## src/rtl/memory_write_control_pkg.sv

```systemverilog
// Shared types and constants for the frame-memory write stage.
// Covers the pixel packing lanes and the write FSM.
package memory_write_control_pkg;

  localparam int PIX_PER_WORD = 4;
  localparam int LANE_WIDTH   = $clog2(PIX_PER_WORD);

  typedef logic [LANE_WIDTH-1:0] lane_t;

  localparam lane_t LAST_LANE = lane_t'(PIX_PER_WORD - 1);

  typedef enum logic [1:0] {
    S_WIDLE   = 2'd0,
    S_WACTIVE = 2'd1,
    S_WDONE   = 2'd2
  } wstate_t;

endpackage

```

## src/rtl/memory_write_control_if.sv

```systemverilog
// Pixel stream in, memory write bus and sticky error flags out.
// The slave modport is the write controller; the master modport is the pixel source.
interface memory_write_control_if #(
  parameter int PIX_WIDTH  = 24,
  parameter int DATA_WIDTH = 96,
  parameter int ADDR_WIDTH = 16
);

  logic                  i_vsync;
  logic                  i_de;
  logic [PIX_WIDTH-1:0]  i_pixel;
  logic                  i_err_clr;
  logic                  o_wen;
  logic [ADDR_WIDTH-1:0] o_waddr;
  logic [DATA_WIDTH-1:0] o_wdata;
  logic                  o_frame_done;
  logic                  o_err_partial;
  logic                  o_err_ovf;

  modport master (
    output i_vsync, i_de, i_pixel, i_err_clr,
    input  o_wen, o_waddr, o_wdata, o_frame_done, o_err_partial, o_err_ovf
  );

  modport slave (
    input  i_vsync, i_de, i_pixel, i_err_clr,
    output o_wen, o_waddr, o_wdata, o_frame_done, o_err_partial, o_err_ovf
  );

endinterface

```

## src/rtl/memory_write_control_pixel_packer.sv

```systemverilog
// Packs four pixels into one memory word and strobes when a word is complete
// or when a partial word must be flushed at the end of a line.
module memory_write_control_pixel_packer
  import memory_write_control_pkg::*;
#(
  parameter int PIX_WIDTH  = 24,
  parameter int DATA_WIDTH = PIX_WIDTH * PIX_PER_WORD
) (
  input  logic                  i_clk,
  input  logic                  rst_n,
  input  logic                  i_clear,
  input  logic                  i_pack_en,
  input  logic                  i_de,
  input  logic [PIX_WIDTH-1:0]  i_pixel,
  output logic                  o_pending,
  output logic                  o_full,
  output logic                  o_flush,
  output logic [DATA_WIDTH-1:0] o_word
);

  lane_t                lane_q;
  logic [PIX_WIDTH-1:0] hold_q [PIX_PER_WORD-1];
  logic                 accept;

  assign accept    = i_pack_en & i_de;
  assign o_pending = (lane_q != '0);
  assign o_full    = accept & (lane_q == LAST_LANE);
  assign o_flush   = i_pack_en & ~i_de & o_pending;

  always_ff @(posedge i_clk or negedge rst_n) begin
    if (!rst_n) begin
      lane_q <= '0;
    end else if (i_clear || o_flush) begin
      lane_q <= '0;
    end else if (accept) begin
      lane_q <= lane_q + lane_t'(1);
    end
  end

  // NOTE: holding lanes are pure datapath; lanes above lane_q are masked out
  // of o_word, so stale contents are harmless and the array needs no reset.
  always_ff @(posedge i_clk) begin
    for (int i = 0; i < PIX_PER_WORD - 1; i++) begin
      if (accept && (lane_q == lane_t'(i))) hold_q[i] <= i_pixel;
    end
  end

  // The last lane comes straight from the input so the word is written on the 4th pixel's edge.
  always_comb begin
    o_word = '0;
    for (int i = 0; i < PIX_PER_WORD - 1; i++) begin
      if (i < int'(lane_q)) o_word[i*PIX_WIDTH +: PIX_WIDTH] = hold_q[i];
    end
    if (o_full) o_word[(PIX_PER_WORD-1)*PIX_WIDTH +: PIX_WIDTH] = i_pixel;
  end

endmodule

```

## src/rtl/memory_write_control.sv

```systemverilog
// Frame-buffer write stage: vsync realignment, write FSM, address counter
// and sticky error flags around the pixel packer.
module memory_write_control
  import memory_write_control_pkg::*;
#(
  parameter int DATA_WIDTH = 96,
  parameter int PIX_WIDTH  = 24,
  parameter int ADDR_DEPTH = 512 * 512 / 4,
  parameter int ADDR_WIDTH = $clog2(ADDR_DEPTH)
) (
  input logic                    i_clk,
  input logic                    rst_n,
  memory_write_control_if.slave  bus
);

  localparam logic [ADDR_WIDTH-1:0] LAST_ADDR = ADDR_WIDTH'(ADDR_DEPTH - 1);

  wstate_t               state_q, state_d;
  logic                  vs_d;
  logic                  vs_rise;
  logic                  pack_en;
  logic                  pending;
  logic                  full;
  logic                  flush;
  logic                  wr;
  logic                  last_wr;
  logic                  ovf_set;
  logic                  partial_set;
  logic [ADDR_WIDTH-1:0] word_cnt_q;
  logic [DATA_WIDTH-1:0] word;

  // vsync outranks pixel traffic: a rising edge blocks packing in that cycle.
  assign vs_rise     = bus.i_vsync & ~vs_d;
  assign pack_en     = (state_q == S_WACTIVE) & ~vs_rise;
  assign wr          = full | flush;
  assign last_wr     = wr & (word_cnt_q == LAST_ADDR);
  assign ovf_set     = (state_q == S_WDONE) & bus.i_de & ~vs_rise;
  assign partial_set = flush | (vs_rise & pending);

  memory_write_control_pixel_packer #(
    .PIX_WIDTH  (PIX_WIDTH),
    .DATA_WIDTH (DATA_WIDTH)
  ) u_packer (
    .i_clk     (i_clk),
    .rst_n     (rst_n),
    .i_clear   (vs_rise),
    .i_pack_en (pack_en),
    .i_de      (bus.i_de),
    .i_pixel   (bus.i_pixel),
    .o_pending (pending),
    .o_full    (full),
    .o_flush   (flush),
    .o_word    (word)
  );

  // NOTE: sequential state uses non-blocking assignments so every flop
  // samples pre-edge values regardless of statement order.
  always_ff @(posedge i_clk or negedge rst_n) begin
    if (!rst_n) begin
      state_q <= S_WIDLE;
      vs_d    <= 1'b0;
    end else begin
      state_q <= state_d;
      vs_d    <= bus.i_vsync;
    end
  end

  // NOTE: state_d is defaulted first so no branch leaves it unassigned,
  // which would otherwise infer a latch.
  always_comb begin
    state_d = state_q;
    unique case (state_q)
      S_WIDLE:   if (vs_rise) state_d = S_WACTIVE;
      S_WACTIVE: if (last_wr) state_d = S_WDONE;
      S_WDONE:   if (vs_rise) state_d = S_WACTIVE;
      default:   state_d = S_WIDLE;
    endcase
  end

  // The count saturates on the last word; S_WDONE then holds it until vsync.
  always_ff @(posedge i_clk or negedge rst_n) begin
    if (!rst_n) begin
      word_cnt_q       <= '0;
      bus.o_wen        <= 1'b0;
      bus.o_frame_done <= 1'b0;
      bus.o_waddr      <= '0;
      bus.o_wdata      <= '0;
    end else begin
      bus.o_wen        <= wr;
      bus.o_frame_done <= last_wr;
      if (wr) begin
        bus.o_waddr <= word_cnt_q;
        bus.o_wdata <= word;
      end
      if (vs_rise) begin
        word_cnt_q <= '0;
      end else if (wr && !last_wr) begin
        word_cnt_q <= word_cnt_q + ADDR_WIDTH'(1);
      end
    end
  end

  always_ff @(posedge i_clk or negedge rst_n) begin
    if (!rst_n) begin
      bus.o_err_partial <= 1'b0;
      bus.o_err_ovf     <= 1'b0;
    end else begin
      if (partial_set)        bus.o_err_partial <= 1'b1;
      else if (bus.i_err_clr) bus.o_err_partial <= 1'b0;
      if (ovf_set)            bus.o_err_ovf     <= 1'b1;
      else if (bus.i_err_clr) bus.o_err_ovf     <= 1'b0;
    end
  end

endmodule

```

## src/flat_wrapper.sv

```systemverilog
// flat-port wrapper written by rule: the top's interface ports become plain ports
module memory_write_control_flat import memory_write_control_pkg::*;
#(
  parameter int DATA_WIDTH = 96,
  parameter int PIX_WIDTH  = 24,
  parameter int ADDR_DEPTH = 512 * 512 / 4,
  parameter int ADDR_WIDTH = $clog2(ADDR_DEPTH)
)
  (i_clk, rst_n, bus_i_vsync, bus_i_de, bus_i_pixel, bus_i_err_clr, bus_o_wen, bus_o_waddr, bus_o_wdata, bus_o_frame_done, bus_o_err_partial, bus_o_err_ovf);
  memory_write_control_if #(.PIX_WIDTH(PIX_WIDTH), .DATA_WIDTH(DATA_WIDTH), .ADDR_WIDTH(ADDR_WIDTH)) bus_i ();
  input logic i_clk;
  input logic rst_n;
  input wire logic [$bits(bus_i.i_vsync)-1:0] bus_i_vsync;
  input wire logic [$bits(bus_i.i_de)-1:0] bus_i_de;
  input wire logic [$bits(bus_i.i_pixel)-1:0] bus_i_pixel;
  input wire logic [$bits(bus_i.i_err_clr)-1:0] bus_i_err_clr;
  output wire logic [$bits(bus_i.o_wen)-1:0] bus_o_wen;
  output wire logic [$bits(bus_i.o_waddr)-1:0] bus_o_waddr;
  output wire logic [$bits(bus_i.o_wdata)-1:0] bus_o_wdata;
  output wire logic [$bits(bus_i.o_frame_done)-1:0] bus_o_frame_done;
  output wire logic [$bits(bus_i.o_err_partial)-1:0] bus_o_err_partial;
  output wire logic [$bits(bus_i.o_err_ovf)-1:0] bus_o_err_ovf;
  assign bus_i.i_vsync = bus_i_vsync;
  assign bus_i.i_de = bus_i_de;
  assign bus_i.i_pixel = bus_i_pixel;
  assign bus_i.i_err_clr = bus_i_err_clr;
  assign bus_o_wen = bus_i.o_wen;
  assign bus_o_waddr = bus_i.o_waddr;
  assign bus_o_wdata = bus_i.o_wdata;
  assign bus_o_frame_done = bus_i.o_frame_done;
  assign bus_o_err_partial = bus_i.o_err_partial;
  assign bus_o_err_ovf = bus_i.o_err_ovf;
  memory_write_control #(.DATA_WIDTH(DATA_WIDTH), .PIX_WIDTH(PIX_WIDTH), .ADDR_DEPTH(ADDR_DEPTH), .ADDR_WIDTH(ADDR_WIDTH)) u_core (.i_clk(i_clk), .rst_n(rst_n), .bus(bus_i));
endmodule
```

## config.mk

```make
export PLATFORM = sky130hd
export DESIGN_NAME = memory_write_control_flat
export DESIGN_NICKNAME = d
export VERILOG_FILES = /design/src/rtl/memory_write_control_pkg.sv /design/src/rtl/memory_write_control_if.sv /design/src/rtl/memory_write_control_pixel_packer.sv /design/src/rtl/memory_write_control.sv /design/src/flat_wrapper.sv
export SDC_FILE = /design/constraint.sdc
export NUM_CORES = 1
export LEC_CHECK = 0
export CORE_UTILIZATION = 52
export CTS_BUF_LIST = sky130_fd_sc_hd__clkbuf_8 sky130_fd_sc_hd__clkbuf_16
export CTS_CLUSTER_DIAMETER = 30
export DETAILED_ROUTE_END_ITERATION = 8
export PLACE_DENSITY = 0.79
export SYNTH_ARGS = -nofsm -noshare
export SYNTH_HDL_FRONTEND = slang
export SYNTH_SLANG_ARGS = --single-unit
```

## constraint.sdc

```tcl
create_clock -name i_clk -period 3.1 [get_ports i_clk]
set_input_delay 0.62 -clock i_clk [delete_from_list [all_inputs] [get_ports i_clk]]
set_output_delay 0.62 -clock i_clk [all_outputs]
set_load 0.02 [all_outputs]
```

Word level (Yosys, flattened, before mapping)
Memory sizes are Yosys's and may differ from the RTL's. A register that Yosys moved wholly into a read port is not among the register bits.
Index checks and enable logic that the tools add are counted.
{"block": "word_totals", "ff_bits": 137, "latchBits": 0, "ramBits": 72, "rom_bits": 0, "in_bits": 29, "output_inout_bits": 116, "memories": 1}
{"block": "classes", "n_addsub": 2, "n_mul": 0, "n_div": 0, "n_lt_le_gt_ge": 3, "n_eq_ne": 8, "shift": 0, "n_mux": 26, "bitwise": 15, "reduce_logical": 18}
{"memory": "u_core.u_packer.hold_q", "words": 3, "width": 24, "rd": 3, "rd_clocked_by_memory_dff": 1, "write_ports": 1, "line": "memory_write_control_pixel_packer.sv:22", "text": "logic [PIX_WIDTH-1:0] hold_q [PIX_PER_WORD-1];"}
{"cell": "$mux W24", "count": 6}
{"cell": "$reduce_or A24 Y1", "count": 2}
{"cell": "$mux W16", "count": 2}
{"cell": "$add A16 B1 Y16 const B", "count": 1}
{"cell": "$eq A16 B16 Y1 const B", "count": 1}
{"cell": "$mux W2", "count": 6}
{"cell": "$mux W1", "count": 11}
{"cell": "$and A1 B1 Y1", "count": 10}
{"cell": "$reduce_bool A2 Y1", "count": 5}
{"cell": "$eq A2 B2 Y1 const B", "count": 3}
{"cell": "$eq A2 B1 Y1 const B", "count": 2}
{"cell": "$logic_and A1 B1 Y1", "count": 4}
{"cell": "$logic_not A2 Y1", "count": 2}
{"cell": "$lt A1 B2 Y1 const A", "count": 2}
{"cell": "$ne A2 B1 Y1 const B", "count": 2}
{"cell": "$pmux W2 S2", "count": 1}
{"cell": "$not A1 Y1", "count": 3}
{"cell": "$add A2 B1 Y2 const B", "count": 1}
{"cell": "$logic_not A1 Y1", "count": 2}
{"cell": "$lt A2 B2 Y1 const A", "count": 1}
{"cell": "$or A1 B1 Y1", "count": 2}
{"cell": "$reduce_and A2 Y1", "count": 1}
{"cell": "$reduce_or A2 Y1", "count": 1}
{"cell": "$logic_or A1 B1 Y1", "count": 1}

Logic depth before layout (Yosys ltp)
{"block": "logic_depth", "word_depth": 12, "mapped_depth": 10, "ltp_nobuf": 7}

By module
Synthesis repeated with hierarchy kept, for this count alone.
{"block": "hier_totals", "hier_cells": 788, "hier_area_um2": 8358.0}
{"module": "memory_write_control", "n_inst": 1, "cells_per_inst": 590, "area_per_inst_um2": 5325.1, "seq_area_each_um2": 3378.2}
{"module": "memory_write_control_pixel_packer", "n_inst": 1, "cells_per_inst": 198, "area_per_inst_um2": 3032.9, "seq_area_each_um2": 2212.1}

Worst setup path after synthesis
Ideal clock, no wire load.
{"block": "synth_path", "kind": "flip-flop to flip-flop", "from": "register u_core.u_packer.lane_q[1]", "to": "register u_core.word_cnt_q[6]", "setup_ns": 0.079, "arrival_ns": 2.048, "t_required_ns": 3.021, "path_slack_ns": 0.972, "stages_incl_launch_ff": 9, "n_path_buf": 2, "synth_period_minus_slack_ns": 2.128, "path_cell_list": "dfrtp_1 -> clkbuf_1 -> inv_1 -> ha_1 -> or2_1 -> a211o_1 -> buf_2 -> nor4b_2 -> mux2i_1"}
{"block": "synth_via", "elab_chain_len": 7, "word_cells_on_any_way": 9, "cone_classes": "eq/ne: 1; bitwise: 4; reduce/logical: 4"}
{"item": "start, declared", "line": "memory_write_control_pixel_packer.sv:21", "text": "lane_t lane_q;"}
{"item": "start signal, assigned", "line": "memory_write_control_pixel_packer.sv:36", "text": "lane_q <= lane_q + lane_t'(1);"}
{"item": "$eq A2 B2 Y1 / $reduce_bool A2 Y1 (equally long branches)", "line": "memory_write_control_pixel_packer.sv:27, memory_write_control_pixel_packer.sv:26"}
{"item": "$and A1 B1 Y1, on equally long branches", "line": "memory_write_control_pixel_packer.sv:27, memory_write_control_pixel_packer.sv:28"}
{"item": "$or A1 B1 Y1 *", "line": "memory_write_control.sv:35", "text": "assign wr = full | flush;"}
{"item": "$and A1 B1 Y1", "line": "memory_write_control.sv:36", "text": "assign last_wr = wr & (word_cnt_q == LAST_ADDR);"}
{"item": "$logic_not A1 Y1", "line": "memory_write_control.sv:97", "text": "end else if (wr && !last_wr) begin"}
{"item": "$logic_and A1 B1 Y1 *", "line": "memory_write_control.sv:97"}
{"item": "$reduce_bool A2 Y1 (no line) *"}
{"item": "end signal, assigned", "line": "memory_write_control.sv:98", "text": "word_cnt_q <= word_cnt_q + ADDR_WIDTH'(1);"}
{"item": "end, declared", "line": "memory_write_control.sv:29", "text": "logic [ADDR_WIDTH-1:0] word_cnt_q;"}
Every way passes the cells marked *; elsewhere a longest branch is shown, timed or not.
A chain may end at the register's enable or synchronous reset.

Worst setup path in the final report
{"block": "layout_path", "from": "register u_core.u_packer.lane_q[1]", "to": "register u_core.word_cnt_q[2]"}
The elaborated chain is that of the path after synthesis.

==> run summary <==
Final layout
* sky130_fd_sc_hd__nand2_1 — most common library cell in the layout ignoring fill and taps
* 10.1% — fraction of layout instances using a drive strength above 1
* 279 x sky130_fd_sc_hd__nand2_1, 143 x sky130_fd_sc_hd__clkdlybuf4s50_1, 137 x sky130_fd_sc_hd__dfrtp_1, 72 x sky130_fd_sc_hd__edfxtp_1, 56 x sky130_fd_sc_hd__nand3_1 — most used cells in the layout excluding fill and tap cells
* 1,067 — number of standard cells in the layout, taps in and fillers out
* 891 — number of nets at the end of the flow
* 931 — count of fill cells added during filler insertion
* 0 — Ant. Diodes
* 36.3% — synth-to-layout area growth

Power and ir drop
* 857 nW/um^2 — total power density per cell area
* 0.544 mV — peak supply drop
* 20.3% — Gate power share
* 0.00479 uW — Leakage
* 6550 uW — Internal Power
* 2640 uW — net switching power of the design
* 28.7% — Sw Share
* 41.2% — share of power burned in the clock network
* 38.5% — Reg power frac

Clocking
* 0.49 ns — Clk Latency, worst-skew pair
* 0 — Post-CTS Repair Setup Buffers
* 3 — Max clock buf depth
* 2 — count of H-tree levels built during CTS
* 0 — # hold bufs at CTS
* sky130_fd_sc_hd__clkbuf_16 — CTS root buffer
* 209 — Sink Count
* 0.05 ns — CTS clock-pin slew for the worst setup and hold paths
* 0 — CTS-repair resized insts
* 35 — number of buffers created by CTS
* built — TritonCTS clock tree

Global route
* 0 — antenna violations before repair
* 6,118 — number of global-route vias before repair
* 0 — final global-route overflow total
* 71 — pin count of the biggest net entering global routing
* 31,100 um — wire length of the first global-routing pass
* 25.7% — total global-route track usage

Timing
* 0.654 ns — worst slew pin tran
* 389 MHz — Fmax
* 0 — final slew viol count
* false — unrepaired setup endpoints after global routing
* 56.4% — worst slew margin relative to its limit
* 82.9% — final worst path period share
* 0 ns — setup TNS after final layout
* 0.531 ns — final critical-path setup slack
* 2.57 ns — fin crit period
* 0.0145 ns — post-route clock skew
* 0 — final count of hold timing violations
* 0.130 ns — minimum hold slack
* 0 — number of endpoints failing setup at the final stage

Floorplanning
* 44 — total number of placement rows
* 15,600 um^2 — total die area
* 125 um — die outline height
* 53.7% — starting density of the core
* 14,600 um^2 — floorplan core area
* 145 — number of I/O pins
* 125 um — die width

Synthesis
* 72 — number of enable flip-flop cells after synthesis
* 0 — warnings from Yosys
* 35 — Cell variety after synth
* 698 — synthesized instance count
* 7870 um^2 — Syn Std Cell Area
* 71.1% — post-synthesis sequential area ratio
* 11.3 um^2 — Post-Syn Area per Cell
* 43.6% — area fraction of the dominant cell type after synthesis
* 209 — Seq cells post-synth
* sky130_fd_sc_hd__dfrtp_1 — Post-synth top flop
* 732 — net count after synthesis
* 65.6% — share of synthesized registers carrying an async set or reset
* sky130_fd_sc_hd__dfrtp_1 44%, sky130_fd_sc_hd__edfxtp_1 27%, sky130_fd_sc_hd__nand2_1 13% — cell types occupying the most area after synthesis
* sky130_fd_sc_hd__dfrtp_1 — biggest area consumer among synthesized cells

Critical path
* 0.53 ns — setup slack of the worst register-to-register path
* reg2reg — Worst Path Class, Setup
* 26 — maximum fanout encountered on the critical timing path
* u_core.u_packer.lane_q[1] — worst r2r src
* 0.55 ns — max incr delay on CP
* 3.46 ns — required time worst endpoint
* u_core.u_packer.lane_q[1] — start point of the critical path
* flip-flop — endpoint class of the critical path
* 2.93 ns — Arrival @ worst endpoint
* inv_1 -> ha_1 -> or2_1 -> a211o_4 -> inv_2 -> buf_4 -> nand3_1 -> mux2i_1 — worst-path cell chain
* sky130_fd_sc_hd__dfrtp_1 — slowest stage cell on the critical path
* flip-flop — kind of start point of the critical path

Detailed routing
* 6 — DR pass1 iterations
* 20 — remaining routing DRC violations
* 524 — number of design-rule violations left by the first detailed-router iteration
* 5.47 — DR vias/cell
* 18.2 um — wire length per cell
* 5,840 — vias
* 0 — antenna-violating nets left
* 19,400 um — total wire length

Place
* 0.406 ns — DP Worst Slack
* 0.834 — gpl congestion
* 144 — Port Buffers
* 1,004 — Cells after DPL
* 12,100 um — DPL Wire Length

Job
* 0 — max-cap violations

Status
* finished, violations left — status
* design-rule violations — violations in the final reports

Min path
* in2async — worst hold path class

## power groups by stage
stage               combinational, uW  sequential [uW]  clock (uW)
finish                           1860             3540        3790
global route                     1990             3580        3970
global placement                 1810             3550           0
floorplan                         501             3930           0
detailed placement               1860             3570           0
CTS                              1890             3540        3840
## final timing paths
check | cells past startpoint | end
max | 8 | u_core.word_cnt_q[2]
min | 1 | u_core.bus.o_wdata[30]
max reg2reg | 8 | u_core.word_cnt_q[2]
min reg2reg | 2 | u_core.bus.o_wdata[22]
max in group asynchronous | 2 | u_core.bus.o_wdata[35]
min in group i_clk | 2 | u_core.bus.o_wdata[22]
## per-layer routing
layer | vias to the layer above | routed length (um) | part of all wire, % | GRT usage (%)
met2 | 242 | 9790 | 51 | 42.9
met1 | 2885 | 7570 | 39 | 31.5
li1 | 2666 | - | - | -
met5 | - | 0 | 0 | 0
met4 | 0 | 486 | 2.5 | 10.4
met3 | 47 | 1530 | 7.9 | 7.57
## kinds of logic (layout without fill, tap and decap cells)
kind of cell / after synthesis / count (layout) / synth area share [%]
mux: 10 / 10 / 1.27
flops: 209 / 209 / 71.1
compound gates: 47 / 47 / 3.34
buf+inv: 47 / 232 / 2.59
simple gates: 380 / 380 / 20.9
fa+ha+maj: 5 / 5 / 0.795
## state kept, by name, summed over array words and instances, names as in the netlist
name	flops
u_core.bus.o_err_partial	1
u_core.bus.o_wen	1
u_core.bus.o_wdata	96
u_core.word_cnt_q	16
u_core.bus.o_frame_done	1
u_core.bus.o_err_ovf	1
u_core.state_q	2
u_core.u_packer.hold_q	72
u_core.u_packer.lane_q	2
u_core.bus.o_waddr	16
u_core.vs_d	1
## cell usage after synthesis, drive strengths merged (3+ instances only)
cell      n
clkbuf   21
nand2b    6
mux2i    10
or4       4
a31oi     3
nor2b     3
dfrtp   137
o21ai    29
ha        5
nand2   279
nor2      6
buf      20
nand3    56
edfxtp   72
nor4      5
and3      4
inv       6
o31ai     3
a21oi     7
nand4     8
## cell type report
cell class	instances	area [um^2]	share of cell area [%]
clock buffer	40	967	9.02
clock inverter	23	210	1.96
inverter	6	22.5	0.210
multi-input combinational	442	2080	19.4
sequential	209	5590	52.1
tap	184	230	2.15
timing repair buffer	163	1620	15.1
## critical path: cells and delay by family (launching register included)
kind	cells	cell delay (ns)
buf+inv	3	0.67
flops	1	0.55
simple gates	2	0.37
mux	1	0.14
fa+ha+maj	1	0.24
compound gates	1	0.47
## through the flow
stage	area [um^2]	utilization, %	total power (uW)
3_3_place_gp	9550	65.2	5360
2_1_floorplan	7870	-	4430
5_1_grt	10700	73.2	9540
6_report	10700	73.2	9190
3_5_place_dp	9550	65.2	5430
4_1_cts	10700	73.2	9260
No activity file was read; power rests on OpenSTA's default activity.
